File: src/rtl/pwm_generator_pkg.sv
// PCA9685 LED register layout constants shared by the PWM generator and its channel comparators.
package pwm_generator_pkg;

    localparam int LED_CH_BITS  = 32;
    localparam int LED_ON_L     = 0;
    localparam int LED_ON_H     = 1;
    localparam int LED_OFF_L    = 2;
    localparam int LED_OFF_H    = 3;
    localparam int LED_FULL_BIT = 4;

    localparam logic [11:0] COUNTER_MAX  = 12'hFFF;
    localparam logic [7:0]  PRESCALE_MIN = 8'd3;

    // Byte 0 (ON_L) sits in the most significant byte of a channel slice.
    function automatic logic [7:0] led_byte(input logic [31:0] ch, input int idx);
        return ch[31 - 8*idx -: 8];
    endfunction

endpackage

File: src/rtl/pwm_channel_compare.sv
// Per-channel ON/OFF field decode and PCA9685 priority compare against the PWM count.
// Purely combinational; no latency, no backpressure.
module pwm_channel_compare
    import pwm_generator_pkg::*;
(
    input  logic [31:0] ch_dat,
    input  logic [11:0] count,
    output logic        pwm_dat
);

    logic [7:0]  on_h;
    logic [7:0]  off_h;
    logic [11:0] on_val;
    logic [11:0] off_val;
    logic        full_on;
    logic        full_off;

    assign on_h     = led_byte(ch_dat, LED_ON_H);
    assign off_h    = led_byte(ch_dat, LED_OFF_H);
    assign on_val   = {on_h[3:0], led_byte(ch_dat, LED_ON_L)};
    assign off_val  = {off_h[3:0], led_byte(ch_dat, LED_OFF_L)};
    assign full_on  = on_h[LED_FULL_BIT];
    assign full_off = off_h[LED_FULL_BIT];

    always_comb begin
        pwm_dat = 1'b0;
        if (full_off) begin
            pwm_dat = 1'b0;
        end else if (full_on) begin
            pwm_dat = 1'b1;
        end else if (on_val == off_val) begin
            pwm_dat = 1'b0;
        end else if (on_val < off_val) begin
            pwm_dat = (count >= on_val) && (count < off_val);
        end else begin
            // ON > OFF: the high window wraps through count 0.
            pwm_dat = (count >= on_val) || (count < off_val);
        end
    end

endmodule

File: src/rtl/pwm_generator.sv
// PCA9685 prescaler, 12-bit PWM counter and 16 registered channel outputs; pwm_o lags count_o by one clock.
// Optional PWM_CYCLE_LATCH_EN: LED parameters are shadowed and only take effect at period start.
module pwm_generator
    import pwm_generator_pkg::*;
#(
    parameter int NUM_CHANNELS  = 16,
    parameter int COUNTER_WIDTH = 12,
    parameter int PRESCALE_MIN  = 3
) (
    input  logic                            clk_i,
    input  logic                            rst_ni,
    input  logic [0:32*NUM_CHANNELS-1]      register_led_i,
    input  logic [7:0]                      prescale_i,
    input  logic                            sleep_i,
    input  logic                            invert_i,
    output logic [NUM_CHANNELS-1:0]         pwm_o,
    output logic [COUNTER_WIDTH-1:0]        count_o,
    output logic                            cycle_start_o
);

    localparam int LED_W = 32 * NUM_CHANNELS;
    localparam logic [7:0] P_MIN = 8'(PRESCALE_MIN);

    logic [7:0]              presc_cnt;
    logic [7:0]              presc_eff;
    logic                    tick;
    logic                    wrap;
    logic [0:LED_W-1]        led_cmp;
    logic [NUM_CHANNELS-1:0] decision;

    assign presc_eff = (prescale_i < P_MIN) ? P_MIN : prescale_i;
    // >= rather than == so a prescale drop below the running count ticks next clock.
    assign tick      = (presc_cnt >= presc_eff);
    assign wrap      = tick && (count_o == {COUNTER_WIDTH{1'b1}});

    always_ff @(posedge clk_i or negedge rst_ni) begin
        if (!rst_ni) begin
            presc_cnt     <= '0;
            count_o       <= '0;
            cycle_start_o <= 1'b0;
        end else if (sleep_i) begin
            presc_cnt     <= '0;
            count_o       <= '0;
            cycle_start_o <= 1'b0;
        end else begin
            cycle_start_o <= wrap;
            if (tick) begin
                presc_cnt <= '0;
                count_o   <= count_o + 1'b1;
            end else begin
                presc_cnt <= presc_cnt + 8'd1;
            end
        end
    end

`ifdef PWM_CYCLE_LATCH_EN
    logic [0:LED_W-1] led_shadow;
    logic             load_first;

    // Loaded together with the count returning to 0 so the new period compares against fresh values.
    always_ff @(posedge clk_i or negedge rst_ni) begin
        if (!rst_ni) begin
            led_shadow <= '0;
            load_first <= 1'b1;
        end else begin
            load_first <= 1'b0;
            if (load_first || wrap || sleep_i) begin
                led_shadow <= register_led_i;
            end
        end
    end

    assign led_cmp = led_shadow;
`else
    assign led_cmp = register_led_i;
`endif

    for (genvar g = 0; g < NUM_CHANNELS; g++) begin : g_ch
        pwm_channel_compare u_cmp (
            .ch_dat  (led_cmp[32*g +: 32]),
            .count   (count_o),
            .pwm_dat (decision[g])
        );
    end

    always_ff @(posedge clk_i or negedge rst_ni) begin
        if (!rst_ni) begin
            pwm_o <= '0;
        end else begin
            pwm_o <= (decision & {NUM_CHANNELS{~sleep_i}}) ^ {NUM_CHANNELS{invert_i}};
        end
    end

endmodule
File: config.mk
export PLATFORM = sky130hd
export DESIGN_NAME = pwm_generator
export DESIGN_NICKNAME = d
export VERILOG_FILES = /design/src/rtl/pwm_generator_pkg.sv /design/src/rtl/pwm_channel_compare.sv /design/src/rtl/pwm_generator.sv
export SDC_FILE = /design/constraint.sdc
export NUM_CORES = 1
export LEC_CHECK = 0
export CAP_MARGIN = 20
export CORE_AREA = 3 3 216 218
export CTS_CLUSTER_SIZE = 14
export DETAILED_ROUTE_END_ITERATION = 10
export DIE_AREA = 0 0 219 221
export GPL_TIMING_DRIVEN = 0
export PLACE_DENSITY_LB_ADDON = 0.25
export SYNTH_ARGS = -nofsm -noshare
export SYNTH_HDL_FRONTEND = slang
export SYNTH_SLANG_ARGS = --single-unit
File: constraint.sdc
create_clock -name clk_i -period 5.4 [get_ports clk_i]
set_input_delay 1.08 -clock clk_i [delete_from_list [all_inputs] [get_ports clk_i]]
set_output_delay 1.08 -clock clk_i [all_outputs]
set_load 0.05 [all_outputs]
Word level (Yosys, flattened, before mapping)
Index checks and enable logic that the tools add are counted.

Output and inout bits: 29. Input bits: 524. Bits in registers: 37.

Order comparisons: 50. Multiplexer cells: 70. Reduce and logical (&&, ||, !) cells: 34. Bitwise gates (word level): 3. $add $sub $neg: 2. Eq/ne operators: 17.

Operator list (number): $lt 12x12->1 (32); $eq 12x12->1 (16); $ge 12x12->1 (16); $mux 1 (65); $mux 12 (2); $mux 8 (3); $logic_and 1x1->1 (17); $and 16x16->16 (1); $logic_or 1x1->1 (16); $xor 16x16->16 (1); $add 12x1->12 const B (1); $eq 12x12->1 const B (1); $add 8x1->8 const B (1); $ge 8x8->1 (1); $lt 8x2->1 const B (1); $reduce_bool 2->1 (1); $not 1->1 (1).

Depth between registers and ports, before layout
Depth after elaboration: 8. Gate-level depth with buffers: 12.

Cells and area by module
Synthesis repeated with hierarchy kept, for this count alone.

Cell total of the unflattened synthesis: 2056. Area total of the unflattened synthesis: 16085.4 µm².

By module, submodules not included: pwm_channel_compare (area each 879.6 µm², cells an instance 116, instances 16); pwm_generator (area each 2011.9 µm², cells an instance 200, instances 1).

Worst setup path before layout
Ideal clock, no wire load.

Path kind: register -> register. Start: reg count_o[5]. End: reg pwm_o[14]. Required time: 5.256 ns. Stages on the path, launching flop included: 10. Arrival: 2.985 ns. Setup slack: 2.271 ns. Path buffers: 0. Path through: dfrtp_1 -> ha_1 -> a21oi_1 -> nor2b_1 -> o211ai_1 -> a21oi_1 -> or4_1 -> maj3_2 -> o21ai_2 -> xnor2_1.

Cells in the longest elaborated chain, start to end: 8. Elaborated cells on any way between the ends: 10. Classes of those cells: order compare (2); mux (4); bitwise (2); reduce/logical (2).

RTL lines: from (decl) (line pwm_generator.sv:17) `output logic [COUNTER_WIDTH-1:0] count_o,`; from (signal assigned) (line pwm_generator.sv:49) `count_o <= count_o + 1'b1;`; $ge 12x12->1 or $lt 12x12->1 (tied branches) (line pwm_channel_compare.sv:34, pwm_channel_compare.sv:37); $logic_or 1x1->1 or $logic_and 1x1->1 (tied branches) (line pwm_channel_compare.sv:37, pwm_channel_compare.sv:34); $mux 1 (*) (line pwm_channel_compare.sv:33) `end else if (on_val < off_val) begin`; $mux 1 (*) (line pwm_channel_compare.sv:31) `end else if (on_val == off_val) begin`; $mux 1 (*) (line pwm_channel_compare.sv:29) `end else if (full_on) begin`; $mux 1 (*) (line pwm_channel_compare.sv:27) `if (full_off) begin`; $and 16x16->16 (*) (line pwm_generator.sv:90) `pwm_o <= (decision & {NUM_CHANNELS{~sleep_i}}) ^ {NUM_CHANNELS{invert_i}};`; $xor 16x16->16 (*) (line pwm_generator.sv:90); to (signal assigned) (line pwm_generator.sv:90); to (decl) (line pwm_generator.sv:16) `output logic [NUM_CHANNELS-1:0] pwm_o,`.

Mark *: on every way between the ends. The rest lies on a longest branch, timed or not. A chain may end at the register's enable or synchronous reset.

Worst setup path in the final report
Start: reg count_o[0]. End: reg pwm_o[14].

Same word-level chain as after synthesis.

==> flow_metrics.tcl <==
set metrics [dict create \
    die_w_um 219 \
    cts_sinks 37 \
    drc 0 \
    cts_htree_levels 2 \
    nets 3475 \
    p_leak_nw 11.7 \
    peakVddDrop_v 0.0000988 \
    area_delta_synth_final_pct 38.4 \
    fp-row-count 78 \
    synth_most_common_cell "ha_1" \
    cts_setup_buffers 0 \
    finalSetupViolations 0 \
    hp-class "reg2reg" \
    holdBufCountCts 0 \
    path_buf_inv 2 \
    cp_slowest_cell "dfrtp_1" \
    synth_commonest_cells "ha_1, inv_1, a21oi_1" \
    cp_top_family "flip-flops" \
    initial_core_util_pct 33.3 \
    grtUsageTotal_pct 22.6 \
    crit_path_start_kind "flip-flop" \
    vias 15411 \
    slowest_delay_ns 0.89 \
    ctsResizeCount 0 \
    postLayoutCellArea_mm2 0.0207 \
    synth_top_cell_by_area "ha_1" \
    slew_headroom_pct 36.2 \
    period_minus_slack_ns 3.74 \
    ant_nets 0 \
    first_pass_iters 7 \
    syn_inst 1905 \
    ys_dominant_reg_cell "dfrtp_1" \
    worst_pin_slew_ns 0.957 \
    report.final.slew_viol_count 0 \
    setup_ws_ns 1.66 \
    timing.fmax_mhz 267 \
    gp_congestion 0.886 \
    viasPerCell 5.15 \
    cts-root-buf "clkbuf_16" \
    drive_above_1_share_pct 1.81 \
    critPathMaxFanout 18 \
    dp_hpwl_um 47000 \
    cts.clk_slew.worst_paths_ns 0.07 \
    setup-tns-final_ns 0 \
    avgSynthCellArea_um2 7.87 \
    final_hold_viol_count 0 \
    yosys_register_bits 37 \
    io_pins 553 \
    postPlaceCellArea_mm2 0.0206 \
    design.die.area_mm2 0.0484 \
    io_buffers 455 \
    arrival_ns 3.91 \
    fin_skew_ns 0.00792 \
    place_inst 2974 \
    grt_pass1_vias 16022 \
    gr-total-overflow 0 \
    drtIter0Drc 596 \
    synth_top_area_share_pct 47.6 \
    p_total_w 0.00169 \
    die_y_um 221 \
    rsz0062_at_grt "false" \
    yosysWarningCount 0 \
    endpoint_kind "flip-flop" \
    synthArstFlopShare_pct 100 \
    crit_chain "buf_4 > inv_2 > ha_1 > nand2b_1 > a21o_1 > a211oi_2 > nor4_1 > or4_1 > maj3_2 > o21ai_2 > xnor2_1" \
    clk-insertion-delay-late_ns 0.31 \
    wl_per_cell_um 18.8 \
    yosysSeqAreaShare_pct 6.18 \
    cts.path.max_buffers 2 \
    core_area_mm2 0.0451 \
    required_ns 5.57 \
    netlist_area_mm2 0.0150 \
    synth_area_leaders "ha_1, inv_1, dfrtp_1, a21o_1, a21oi_1" \
    place_ws_ns 1.54 \
    instances_no_fill 2990 \
    cts_made_buffers 5 \
    drv_cap 0 \
    status "finished clean" \
    grt_max_degree 30 \
    ys_types 49 \
    cts_tree "done" \
    post-route-period-util_pct 69.3 \
    power.density_mw_per_mm2 81.5 \
    synth_edf_count 0 \
    grt_first_pass_wirelength_um 86200 \
    critPathKind "reg2reg" \
    synthesis.nets 2999 \
    drt-total-wl_um 56300 \
    grt_antenna_before_repair 9 \
]
[final timing paths]
kind	from	end	slack, ns	cells after the start
setup / recovery	count_o[0]	pwm_o[14]	1.66	11
hold reg to reg	presc_cnt[0]	presc_cnt[0]	0.54	1
setup reg to reg	count_o[0]	pwm_o[14]	1.66	11
min in group asynchronous	rst_ni	pwm_o[9]	0.70	1
hold / removal	presc_cnt[0]	presc_cnt[0]	0.54	1
max in group asynchronous	rst_ni	count_o[3]	4.17	2
[layout make-up]
cell class | count | area (um2)
Sequential cell | 37 | 940
Antenna cell | 8 | 20.0
Clock buffer | 7 | 143
Inverter | 384 | 1440
Clock inverter | 1 | 7.51
Tap cell | 600 | 751
Multi-Input combinational cell | 1476 | 12600
Buffer | 8 | 35.0
Fill cell | 4483 | 24300
Timing Repair Buffer | 469 | 4820
[where the power goes]
| part | internal (W) | leakage (nW) | total (W) | switching (W) |
|---|---|---|---|---|
| clock network | 0.000185 | 0.0702 | 0.000340 | 0.000154 |
| logic | 0.000563 | 11.2 | 0.00105 | 0.000490 |
| registers | 0.000292 | 0.459 | 0.000299 | 0.00000727 |
| total | 0.00104 | 11.7 | 0.00169 | 0.000651 |
[worst reg2reg max path, cell delays in order (launching register included)]
cell	delay, ns
dfrtp_1	0.89
buf_4	0.39
inv_2	0.31
ha_1	0.38
nand2b_1	0.14
a21o_1	0.20
a211oi_2	0.22
nor4_1	0.08
or4_1	0.42
maj3_2	0.33
o21ai_2	0.16
xnor2_1	0.08
[cells by family (layout without fill, tap and decap cells)]
group	count (synthesis)	in the layout	share of synthesized area (%)
adders and majority gates	586	586	48.7
AOI/OAI and AO/OA	494	494	20.9
buffers and inverters	392	869	9.84
and+or+nand+nor	362	362	12.5
DFF	37	37	6.18
xor gates and xnor gates	33	33	1.93
muxes	1	1	0.0668
other	0	8	0
[registers in the layout, indices dropped and copies added (netlist names)]
register and cells:
count_o 12, pwm_o 16, presc_cnt 8, cycle_start_o 1
[routing by layer]
layer | wire length (um) | global-route usage (%) | part of all wire, %
met4 | 2020 | 8.26 | 3.6
met5 | 27 | 0 | 0.048
met3 | 3340 | 3.94 | 5.9
met1 | 23900 | 27.0 | 42
met2 | 27000 | 40.3 | 48
[placed cells by master (no fill, tap or decap), drive strengths merged, types with 13 or more instances in the layout]
master / instances
a211o: 15
a211oi: 25
a21o: 118
a21oi: 163
a31oi: 15
buf: 17
clkbuf: 13
clkdlybuf4s50: 454
dfrtp: 37
ha: 570
inv: 384
maj3: 16
nand2: 70
nand2b: 27
nand3: 19
nand4: 80
nor2: 79
nor2b: 17
nor3: 27
nor4: 15
o211ai: 25
o21ai: 84
o31ai: 14
xnor2: 18
xor2: 15
[per-stage QoR]
stage	utilization [%]	hold slack [ns]
floorplan	-	0.485
global placement	45.0	0.528
detailed placement	45.6	0.535
CTS	46.0	0.544
global route	46.0	0.566
finish	46.0	0.536
(Power assumes the default switching activity.)
